--- config.mk ---
export PLATFORM = sky130hd
export DESIGN_NAME = set_host
export DESIGN_NICKNAME = d
export VERILOG_FILES = /design/src/rtl/set_pkg.sv /design/src/rtl/set_watchdog.sv /design/src/rtl/set_host.sv
export SDC_FILE = /design/constraint.sdc
export NUM_CORES = 1
export LEC_CHECK = 0
export ABC_AREA = 1
export BUFFER_PORTS_ARGS = -buffer_cell sky130_fd_sc_hd__buf_2
export CAP_MARGIN = 20
export CORE_UTILIZATION = 49
export CTS_CLUSTER_SIZE = 25
export DETAILED_ROUTE_END_ITERATION = 8
export MAX_ROUTING_LAYER = met4
export PLACE_DENSITY_LB_ADDON = 0.2
export SYNTH_ARGS = -nofsm -noshare
export SYNTH_HDL_FRONTEND = slang
export SYNTH_SLANG_ARGS = --single-unit
--- constraint.sdc ---
create_clock -name clk -period 1.9 [get_ports clk]
set_input_delay 0.38 -clock clk [delete_from_list [all_inputs] [get_ports clk]]
set_output_delay 0.38 -clock clk [all_outputs]
set_load 0.01 [all_outputs]
--- src/rtl/set_pkg.sv ---
// -----------------------------------------------------------------------------
// set_pkg
// Shared types and constants for the SET engine host.
//   - state_e      : host FSM states
//   - MODE_*       : engine mode encodings (what region is counted)
//   - *_W          : descriptor / result field widths
// -----------------------------------------------------------------------------
package set_pkg;

  localparam int COORD_W   = 4;   // one x or y coordinate, also one radius
  localparam int CENTRAL_W = 24;  // {x1,y1,x2,y2,x3,y3}
  localparam int RADIUS_W  = 12;  // {r1,r2,r3}
  localparam int MODE_W    = 2;
  localparam int COUNT_W   = 8;   // engine candidate count
  localparam int DONE_W    = 16;  // handed-off result counter

  localparam logic [MODE_W-1:0] MODE_IN_C1    = 2'd0;  // inside C1
  localparam logic [MODE_W-1:0] MODE_C1_AND_2 = 2'd1;  // C1 intersect C2
  localparam logic [MODE_W-1:0] MODE_C1_XOR_2 = 2'd2;  // C1 xor C2
  localparam logic [MODE_W-1:0] MODE_TWO_OF_3 = 2'd3;  // exactly two circles

  typedef enum logic [2:0] {
    IDLE       = 3'd0,
    ISSUE      = 3'd1,
    WAIT_BUSY  = 3'd2,
    WAIT_VALID = 3'd3,
    DRAIN      = 3'd4,
    RESULT     = 3'd5
  } state_e;

endpackage

--- src/rtl/set_watchdog.sv ---
// -----------------------------------------------------------------------------
// set_watchdog
// Clear/enable/expire cycle counter used to abort a hung engine job.
//   clk, rst : clock, synchronous active-high reset
//   clr      : zero the counter (takes priority over en)
//   en       : count one cycle
//   expired  : counter has reached TIMEOUT; it then holds there until clr
// -----------------------------------------------------------------------------
module set_watchdog #(
  parameter int TIMEOUT = 255
) (
  input  logic clk,
  input  logic rst,
  input  logic clr,
  input  logic en,
  output logic expired
);

  localparam int CW = $clog2(TIMEOUT + 1);

  logic [CW-1:0] cnt;

  assign expired = (cnt == CW'(TIMEOUT));

  // Saturate at TIMEOUT so a host that lingers after expiry keeps seeing it.
  always_ff @(posedge clk) begin
    if (rst || clr)
      cnt <= '0;
    else if (en && !expired)
      cnt <= cnt + 1'b1;
  end

endmodule

--- src/rtl/set_host.sv ---
// -----------------------------------------------------------------------------
// set_host
// Job-issuing front end for the SET grid-candidate counting engine.
// Accepts one job descriptor at a time, starts the engine with a one-cycle
// set_en, follows the engine busy/valid handshake, and returns the captured
// count with the job tag. A watchdog turns a hung engine into a result
// flagged with res_timeout (count forced to 0).
//
// Ports
//   clk, rst                 : clock, synchronous active-high reset
//   job_valid/job_ready      : job descriptor handshake
//   job_central/radius/mode  : descriptor fields, job_tag returned with result
//   set_en                   : one-cycle engine start
//   set_central/radius/mode  : registered descriptor held for the engine
//   set_busy/valid/candidate : engine status and count
//   res_valid/res_ready      : result handshake
//   res_candidate/tag/timeout: result payload
//   done_cnt                 : results handed off since reset (wraps)
// -----------------------------------------------------------------------------
module set_host
  import set_pkg::*;
#(
  parameter int TAG_W   = 4,
  parameter int TIMEOUT = 255
) (
  input  logic                 clk,
  input  logic                 rst,
  // job descriptor
  input  logic                 job_valid,
  output logic                 job_ready,
  input  logic [CENTRAL_W-1:0] job_central,
  input  logic [RADIUS_W-1:0]  job_radius,
  input  logic [MODE_W-1:0]    job_mode,
  input  logic [TAG_W-1:0]     job_tag,
  // engine
  output logic                 set_en,
  output logic [CENTRAL_W-1:0] set_central,
  output logic [RADIUS_W-1:0]  set_radius,
  output logic [MODE_W-1:0]    set_mode,
  input  logic                 set_busy,
  input  logic                 set_valid,
  input  logic [COUNT_W-1:0]   set_candidate,
  // result
  output logic                 res_valid,
  input  logic                 res_ready,
  output logic [COUNT_W-1:0]   res_candidate,
  output logic [TAG_W-1:0]     res_tag,
  output logic                 res_timeout,
  output logic [DONE_W-1:0]    done_cnt
);

  state_e state, state_nxt;

  logic accept;     // descriptor latched this cycle
  logic cap_valid;  // engine count captured this cycle
  logic cap_to;     // watchdog abort this cycle
  logic handoff;    // result consumed this cycle
  logic wd_clr, wd_en, wd_expired;

  set_watchdog #(.TIMEOUT(TIMEOUT)) u_wd (
    .clk     (clk),
    .rst     (rst),
    .clr     (wd_clr),
    .en      (wd_en),
    .expired (wd_expired)
  );

  // ---------------------------------------------------------------------------
  // Next state and control outputs
  // ---------------------------------------------------------------------------
  always_comb begin
    state_nxt = state;
    job_ready = 1'b0;
    set_en    = 1'b0;
    res_valid = 1'b0;
    accept    = 1'b0;
    cap_valid = 1'b0;
    cap_to    = 1'b0;
    handoff   = 1'b0;
    wd_clr    = 1'b0;
    wd_en     = 1'b0;

    unique case (state)
      IDLE: begin
        // An engine still busy from an aborted job must finish first.
        job_ready = !set_busy;
        if (job_valid && !set_busy) begin
          accept    = 1'b1;
          state_nxt = ISSUE;
        end
      end

      ISSUE: begin
        set_en    = 1'b1;
        wd_clr    = 1'b1;
        state_nxt = WAIT_BUSY;
      end

      // set_valid is deliberately ignored until busy has been seen, so a
      // stale valid from a previous job cannot be taken as this job's count.
      WAIT_BUSY: begin
        wd_en = 1'b1;
        if (wd_expired) begin
          cap_to    = 1'b1;
          state_nxt = RESULT;
        end else if (set_busy) begin
          state_nxt = WAIT_VALID;
        end
      end

      WAIT_VALID: begin
        wd_en = 1'b1;
        if (wd_expired) begin
          cap_to    = 1'b1;
          state_nxt = RESULT;
        end else if (set_valid) begin
          cap_valid = 1'b1;
          state_nxt = DRAIN;
        end
      end

      // Hold the result back until the engine is idle again, so the next job
      // is never offered to an engine that is still winding down.
      DRAIN: begin
        wd_en = 1'b1;
        if (wd_expired) begin
          cap_to    = 1'b1;
          state_nxt = RESULT;
        end else if (!set_busy) begin
          state_nxt = RESULT;
        end
      end

      RESULT: begin
        res_valid = 1'b1;
        if (res_ready) begin
          handoff   = 1'b1;
          state_nxt = IDLE;
        end
      end

      default: state_nxt = IDLE;
    endcase
  end

  // ---------------------------------------------------------------------------
  // State and datapath registers
  // ---------------------------------------------------------------------------
  always_ff @(posedge clk) begin
    if (rst) begin
      state         <= IDLE;
      set_central   <= '0;
      set_radius    <= '0;
      set_mode      <= '0;
      res_tag       <= '0;
      res_candidate <= '0;
      res_timeout   <= 1'b0;
      done_cnt      <= '0;
    end else begin
      state <= state_nxt;

      // The engine samples these every cycle, so they change only here.
      if (accept) begin
        set_central <= job_central;
        set_radius  <= job_radius;
        set_mode    <= job_mode;
        res_tag     <= job_tag;
      end

      if (cap_valid) begin
        res_candidate <= set_candidate;
        res_timeout   <= 1'b0;
      end

      // An abort overrides any count already captured in DRAIN.
      if (cap_to) begin
        res_candidate <= '0;
        res_timeout   <= 1'b1;
      end

      if (handoff)
        done_cnt <= done_cnt + 1'b1;
    end
  end

endmodule

# Word-level counts from Yosys, hierarchy flattened
# Index checks and enable logic that the tools add are counted.
[op_classes]
muxes = 24
addsub = 2
reduce_logical = 10
eq_ne = 11
[ops]
columns = ["cell", "n"]
rows = [
  ["3-bit 2-to-1 mux", 8],
  ["3-bit one-hot mux with 6 select lines", 1],
  ["16-bit by 1-bit adder with 16-bit output, second input constant", 1],
  ["1-bit 2-to-1 mux", 15],
  ["3-bit by 2-bit inequality test with 1-bit output, second input constant", 3],
  ["8-bit by 1-bit adder with 8-bit output, second input constant", 1],
  ["8-bit == test, second input constant", 1],
  ["3-bit by 2-bit == test with 1-bit output, second input constant", 2],
  ["3-bit == test, second input constant", 2],
  ["5-bit AND reduction", 1],
  ["2-bit inequality test, second input constant", 2],
  ["3-bit by 1-bit == test with 1-bit output, second input constant", 1],
  ["3-bit zero test", 1],
  ["3-bit OR reduction", 1],
  ["1-bit logical AND", 2],
  ["1-bit zero test", 2],
  ["2-bit nonzero test", 1],
  ["2-bit OR reduction", 1],
  ["1-bit logical OR", 1],
]
[word_totals]
output_inout_bits = 70
wordCells = 56
register_bits = 78
input_bits = 56

# Longest topological paths before layout
# Gate-level depths: netlist (run 1).
[logic_depth]
word_depth = 5
ltp_mapped = 10
mapped_depth_nobuf = 9

# Cells and area by module
# From an unflattened synthesis (run 1), not the netlist that was laid out.
[unflattened]
cells_unflattened = 478
hier_area_um2 = 3418.3
[by_module_without_submodules]
columns = ["module", "n_inst", "area_each_um2", "cells_per_inst", "seq_area_each_um2"]
rows = [
  ["set_host", 1, 2961.6, 406, 1401.3],
  ["set_watchdog", 1, 456.7, 72, 160.2],
]

# Worst setup path before layout (run 1)
# OpenSTA, ideal clock, no wires.
[synth_path]
path_kind = "reg2reg"
start = "register u_wd.cnt[0]"
end = "register state[1]"
synth_period_minus_slack_ns = 1.377
n_path_buf = 1
required_ns = 1.787
slack_ns = 0.523
setup_time_ns = 0.113
path_stages_with_launch = 10
arrival_time_ns = 1.264
path_cell_list = "dfxtp_1 -> ha_1 -> nand2_1 -> nor2_4 -> nand2_2 -> buf_6 -> nand3_1 -> nand2_1 -> nor2_1 -> nor2_1"
[synth_between]
elab_chain_cells = 3
elab_cells_between_ends = 9
cone_classes = "eq/ne: 4; mux: 4; reduce/logical: 1"
[synth_rtl]
columns = ["element", "line", "source"]
rows = [
  ["start: declaration", "set_watchdog.sv:21", "logic [CW-1:0] cnt;"],
  ["start signal: assignment", "set_watchdog.sv:30", "cnt <= cnt + 1'b1;"],
  ["8-bit == test *", "set_watchdog.sv:23", "assign expired = (cnt == CW'(TIMEOUT));"],
  ["3-bit by 2-bit inequality test with 1-bit output (no source line), or another cell as far along", "-", ""],
  ["5-bit AND reduction (no source line) / 3-bit one-hot mux with 6 select lines (equally long branches)", "-", ""],
  ["end signal: assignment", "set_host.sv:160", "state <= state_nxt;"],
  ["end: declaration", "set_host.sv:52", "state_e state, state_nxt;"],
]
# Every way passes the cells marked *; elsewhere a longest branch is shown, timed or not.
# A chain may end at the register's enable or synchronous reset.

# Final worst setup path (run 1)
[layout_path]
start = "register state[0]"
end = "output job_ready"
[layout_between]
elab_chain_cells = 2
[layout_rtl]
columns = ["element", "line", "source"]
rows = [
  ["3-bit zero test", "set_host.sv:83", "unique case (state)"],
  ["1-bit 2-to-1 mux", "set_host.sv:83", ""],
  ["end: declaration", "set_host.sv:30", "output logic job_ready,"],
]
# Every way passes these cells.

==> flow_metrics.tcl, run 1 <==
set metrics [dict create \
    wl_met1_um 3360 \
    highest_layer "met4" \
    power_leakage_uw 0.00194 \
    die_w_um 84.4 \
    clkSlewWorstSetupHoldPaths_ns 0.08 \
    placedCellCount 639 \
    wl_per_cell_um 11.6 \
    dr.pass1.iters 6 \
    ant_nets 0 \
    period_share 0.895 \
    slowest_delay_ns 0.43 \
    clk_path_buf_depth 2 \
    io_buffers 125 \
    holdCritPathClass "in -> reg" \
    finalClockSkew_ns 0.00617 \
    setup-violations-final 0 \
    rows 29 \
    crit_required_ns 1.52 \
    area.growth.synth_to_final_pct 25.7 \
    yosys.area.top_type "dfxtp_1" \
    core_sq_mm 0.00646 \
    fmax_ghz 0.588 \
    routabilityCongestion 0.854 \
    cp_slowest_cell "dfxtp_1" \
    dr_wl_met3_um 501 \
    synth_cell_types 31 \
    final_area_sq_mm 0.00419 \
    final_hold_viol_count 0 \
    final_cell_count_no_fill 655 \
    violations "design-rule violations" \
    ioPinCount 126 \
    wl_met2_um 3550 \
    yosysWarnings 0 \
    routed_wl_um 7570 \
    die_area_sq_mm 0.00713 \
    rsz0062_at_grt "false" \
    diodes 0 \
    fin_util 0.648 \
    slew_headroom 0.741 \
    dp_hpwl_um 5470 \
    synthesis.area_sq_mm 0.00333 \
    grt_pass1_vias 2926 \
    die_y_um 84.4 \
    root_buffer "clkbuf_8" \
    min_from "job_central[13]" \
    synth_top_area_frac 0.469 \
    status "finished, violations left" \
    hold_buffers 0 \
    crit_path_frequent_cell "nor2_4" \
    clock-sinks 78 \
    grt_first_pass_wirelength_um 12800 \
    grt_usage 0.228 \
    min_period_ns 1.70 \
    htreeDepth 3 \
    grt_max_degree 43 \
    cts_made_buffers 9 \
    start_util 0.516 \
    vias_per_cell 4.86 \
    vias 3185 \
    drive_gt1_frac 0.285 \
    worst_slack_ns 0.199 \
    cp_top_family "flip-flops" \
    cp_cell_sequence "nor2_4 > nand2_2 > nor2_4 > buf_2" \
    syn_nets 509 \
    critPathArrivalTime_ns 1.32 \
    drc 8 \
    synthCells 451 \
    first_iter_violations 158 \
    reg2reg_from "state[0]" \
    ys_seq_area_frac 0.469 \
    ctsResizeCount 0 \
    pre_cts_slack_ns 0.290 \
    tightest_slew_ns 0.388 \
    power_density_mw_per_mm2 1150 \
    synth.avg_cell_area_sq_um 7.39 \
    antenna_found_initial 0 \
    cts_tree "built" \
    overflow 0 \
    crit_start "state[0]" \
    irDropWorstVdd_uv 562 \
    layout.nets 631 \
    cp_max_fo 8 \
    crit_path_end_kind "primary output" \
    insertion_delay_ns 0.34 \
    drv_cap 0 \
    final.setup.tns_ns 0 \
    n_fill_cell 607 \
    start_kind "flop" \
    slew_viol_final 0 \
    crit_type "reg -> out" \
    cts_setup_buffers 0 \
    ys_ff_latch 78 \
    ys_top_cells_by_area "dfxtp_1 47%, nor2_1 13%, nand2_1 7.1%, o21ai_0 6.0%, a21oi_1 3.9%" \
    place_area_sq_mm 0.00396 \
    worst-path-buf-inv 1 \
]
## power breakdown
group	internal [uW]	switching, uW
Clock	785	620
Sequential	1860	170
Combinational	516	871
## state kept, by name, indices dropped and copies added (netlist names)
| signal | count |
|---|---|
| res_timeout | 1 |
| state | 3 |
| set_central | 24 |
| res_candidate | 8 |
| res_tag | 4 |
| set_radius | 12 |
| done_cnt | 16 |
| u_wd.cnt | 8 |
| set_mode | 2 |
## layout by cell type, fill, tap and decap left out
cell and n:
inv_6 2, nor3_1 7, xnor2_1 2, clkinvlp_4 1, inv_1 30, nand2_4 2
nor2_2 2, and3_1 1, clkinv_1 1, buf_2 125, xor2_1 1, nand4_4 1
o21bai_2 1, dfxtp_1 78, nor2_4 4, nand3b_1 1, nor2_1 119, o21ai_0 40
nand3_2 2, a21oi_1 26, inv_2 3, nand4_1 14, clkinv_4 2, bufinv_16 2
ha_1 2, o21ai_1 9, buf_4 4, or2_1 1, nand2_2 4, nor3b_1 2
clkbuf_8 10, nand2_1 63, nand3_1 16
## layout make-up
cell class	count	area, sq um	area share
Sequential cell	78	1560	0.373
Multi-Input combinational cell	320	1510	0.360
Tap cell	77	96.3	0.0230
Clock buffer	10	138	0.0329
Timing Repair Buffer	129	656	0.157
Clock inverter	6	93.8	0.0224
Inverter	35	136	0.0326
## logic make-up (layout without fill, tap and decap cells)
group,Yosys count,count (layout),share of synthesized area
XOR/XNOR,3,3,0.00789
adder cells (fa/ha/maj),2,2,0.00751
AO/OA/AOI/OAI,76,76,0.116
buffers and inverters,53,180,0.0793
flip-flops,78,78,0.469
AND/OR/NAND/NOR,239,239,0.320
## metrics by stage
| stage | hold WS, ns | total power (uW) |
|---|---|---|
| 2_1_floorplan | 0.448 | 3100 |
| 6_report | 0.272 | 4820 |
| 3_3_place_gp | 0.446 | 3420 |
| 4_1_cts | 0.264 | 4860 |
| 5_1_grt | 0.279 | 5150 |
| 3_5_place_dp | 0.450 | 3460 |
## path summary, 6_finish.rpt
check / endpoint / slack, ns / depth (start not counted)
worst min-delay path: set_central[13] / 0.27 / 3
worst max-delay path: job_ready / 0.20 / 4
worst min register to register: res_timeout / 0.46 / 2
worst max register to register: set_central[19] / 0.28 / 7
## per-layer routing
layer  track usage  vias to the layer above
met5             -                        -
met4         0.102                        0
met3        0.0511                       13
met2         0.373                       95
met1         0.271                     1383
li1              -                     1694
## worst min-delay path, delay by kind of cell
family          cells  cell delay (ns)
compound gates      1             0.05
simple gates        1             0.07
buf+inv             1             0.07
## Yosys cell counts, drive strengths merged
cell type and count:
nor2 125, dfxtp 78, nand2 69, o21ai 49, inv 34, a21oi 26, nand3 18, nand4 15
buf 10, clkbuf 8, nor3 7, ha 2, nor3b 2, xnor2 2, and3 1, clkinv 1
nand3b 1, o21bai 1, or2 1, xor2 1
Power figures use the tool's default switching activity.
==> run 2, diff against run 1 <==
--- a/config.mk
+++ b/config.mk
@@ -8,11 +8,13 @@
 export ABC_AREA = 1
 export BUFFER_PORTS_ARGS = -buffer_cell sky130_fd_sc_hd__buf_2
 export CAP_MARGIN = 20
-export CORE_UTILIZATION = 49
+export CORE_UTILIZATION = 51
+export CTS_BUF_LIST = sky130_fd_sc_hd__clkbuf_2 sky130_fd_sc_hd__clkbuf_4 sky130_fd_sc_hd__clkbuf_8
 export CTS_CLUSTER_SIZE = 25
 export DETAILED_ROUTE_END_ITERATION = 8
 export MAX_ROUTING_LAYER = met4
 export PLACE_DENSITY_LB_ADDON = 0.2
 export SYNTH_ARGS = -nofsm -noshare
 export SYNTH_HDL_FRONTEND = slang
+export SYNTH_HIERARCHICAL = 1
 export SYNTH_SLANG_ARGS = --single-unit
==> run 2 against run 1 <==
The flow still finishes with violations (design-rule violations). Clock power is essentially flat. Synthesized area up 2.6%. Via count grew 7.5%. Register-to-register slack got worse by 0.06 ns. Combinational power down 17%. First-iteration DRC count grew 11%. Worst hold slack got worse by 0.0078 ns. Die area down 1.4%. Cell area increased by 2.7%.
==> flow_metrics.tcl, run 2 <==
set metrics [dict create \
    worst_slack_ns 0.125 \
    die_area_sq_mm 0.00703 \
    grt_pass1_vias 3285 \
    vias_per_cell 5.04 \
    area.growth.synth_to_final_pct 25.8 \
    wl_per_cell_um 11.8 \
    synthArstFlopShare 0 \
    cp_cell_sequence "inv_2 > nand2_1 > nor2_2 > buf_2" \
    dominantRegCellSynth "dfxtp_1" \
    period_share 0.934 \
    drv_cap 0 \
    reg.largest.list "set_central (24), done_cnt (16), set_radius (12)" \
    synth_top_area_frac 0.457 \
    irDropWorstVdd_uv 687 \
    rows 29 \
    layout_common_cells "131 x nor2_1, 125 x buf_2, 77 x dfxtp_1" \
    synth_edf_count 0 \
    yosysWarnings 6 \
    first_iter_violations 175 \
    diodes 0 \
    vias 3424 \
    ant_nets 0 \
    grt_usage 0.244 \
    syn_nets 536 \
    pre_cts_slack_ns 0.127 \
    cts_tree "built" \
    die_y_um 83.9 \
    die_w_um 83.9 \
    worst-path-stages 4 \
    dp_hpwl_um 5780 \
    reg2reg_slack_ns 0.22 \
    fin_util 0.669 \
    synth_cell_types 30 \
    crit_required_ns 1.52 \
    reg2reg_from "state[1]" \
    cp_top_family "flip-flops" \
    finalPower_uw 4580 \
    ioPinCount 126 \
    layout_commonest_cell "nor2_1" \
    power_density_mw_per_mm2 1070 \
    synth.avg_cell_area_sq_um 7.15 \
    min_period_ns 1.78 \
    fmax_ghz 0.563 \
    top_register "set_central" \
    reg2reg_depth 10 \
    tightest_slew_ns 0.698 \
    slew_headroom 0.534 \
    synthCells 478 \
    drc 16 \
    routed_wl_um 8020 \
    status "finished, violations left" \
    r2r_end "u_wd/cnt[7]" \
    hold_buffers 0 \
    synthesis.area_sq_mm 0.00342 \
    setup-violations-final 0 \
    whs_endpoint "set_radius[11]" \
    crit_start "state[2]" \
    finalClockSkew_ns 0.0125 \
    io_buffers 125 \
    drive_gt1_frac 0.281 \
    grt_max_degree 43 \
    yosys.area.top_type "dfxtp_1" \
    slew_viol_final 0 \
    worst-path-buf-inv 2 \
    cts_made_buffers 9 \
    routabilityCongestion 0.886 \
    clkSlewWorstSetupHoldPaths_ns 0.08 \
    synth_commonest_cells "132 x nor2_1, 78 x dfxtp_1, 73 x nand2_1" \
    crit_path_end_kind "primary output" \
    holdCritPathClass "in -> reg" \
    largest_register_ff_count 24 \
    cp_max_fo 8 \
    cp_slowest_cell "dfxtp_1" \
    yosysMostFrequentCell "nor2_1" \
    htreeDepth 3 \
    dr.pass1.iters 7 \
    min_from "job_radius[11]" \
    clk_path_buf_depth 2 \
    core_sq_mm 0.00642 \
    critPathArrivalTime_ns 1.40 \
    start_kind "flop" \
    clock-sinks 78 \
    ys_ff_latch 78 \
    cts_setup_buffers 0 \
    layout.nets 656 \
    crit_type "reg -> out" \
    grt_first_pass_wirelength_um 13600 \
    ys_top_cells_by_area "dfxtp_1 46%, nor2_1 14%, nand2_1 8.0%, o21ai_0 7.3%, inv_1 4.1%" \
    antenna_found_initial 0 \
    hold_depth 3 \
    final_hold_viol_count 0 \
    slowest_delay_ns 0.53 \
    ys_seq_area_frac 0.457 \
    insertion_delay_ns 0.34 \
    violations "design-rule violations" \
    worst_hold_slack_ns 0.264 \
    start_util 0.532 \
    ctsResizeCount 0 \
    power_leakage_uw 0.00216 \
    root_buffer "clkbuf_8" \
    overflow 0 \
]
## run 2: changes by cell type after synthesis, sizes merged, moves of 2 or more
cell / delta
xnor2: -2
nor2: +14
inv: +6
clkbuf: -3
nand2: +9
a21oi: -3
buf: +6
## run 2: worst max-delay path by stage
stage / end / slack, ns
2_1_floorplan: res_timeout / 0.1
3_3_place_gp: u_wd/cnt[7] / 0.22
3_5_place_dp: u_wd/cnt[7] / 0.13
4_1_cts: set_en / 0.02
5_1_grt: u_wd/cnt[5] / -0.005
6_report: set_en / 0.12
## run 2: cells by family after synthesis
family / share of synthesized area
buffers and inverters: 0.0772
adder cells (fa/ha/maj): 0.00732
AND/OR/NAND/NOR: 0.342
flip-flops: 0.457
AO/OA/AOI/OAI: 0.117
## run 2: area by class of cell
type | instances | area [sq um]
fillers | 561 | 2120
multi-input cells | 339 | 1600
flip-flops and latches | 78 | 1560
repair buffers | 130 | 663
clock buffers | 12 | 159
inverters | 40 | 153
well taps | 77 | 96.3
clock inverters | 3 | 67.6
## run 2: routing by layer
metal / vias to the layer above / routed length [um] / global-route usage / part of all wire
met5: - / 0 / - / 0
met4: 0 / 153 / 0.129 / 0.019
met3: 15 / 501 / 0.0524 / 0.062
met2: 124 / 3790 / 0.404 / 0.47
met1: 1514 / 3580 / 0.278 / 0.45
li1: 1771 / - / - / -
## run 2: power breakdown
group / switching (uW) / total, uW / leakage, uW / internal [uW]
registers: 164 / 2030 / 0.000635 / 1870
logic: 729 / 1160 / 0.00141 / 428
clock network: 571 / 1390 / 0.000112 / 820
## run 2: per-stage QoR
| stage | area (sq um) | std cells | TNS (ns) |
|---|---|---|---|
| 2_1_floorplan | 3420 | 478 | 0 |
| 3_3_place_gp | 4070 | 664 | 0 |
| 3_5_place_dp | 4070 | 664 | 0 |
| 4_1_cts | 4290 | 679 | 0 |
| 5_1_grt | 4300 | 679 | -0.00503 |
| 6_report | 4300 | 679 | 0 |
## run 2: tightest hold or removal path, cell delays in order
cell and delay (ns):
buf_2 0.07, nor2_1 0.03, nor2_1 0.08
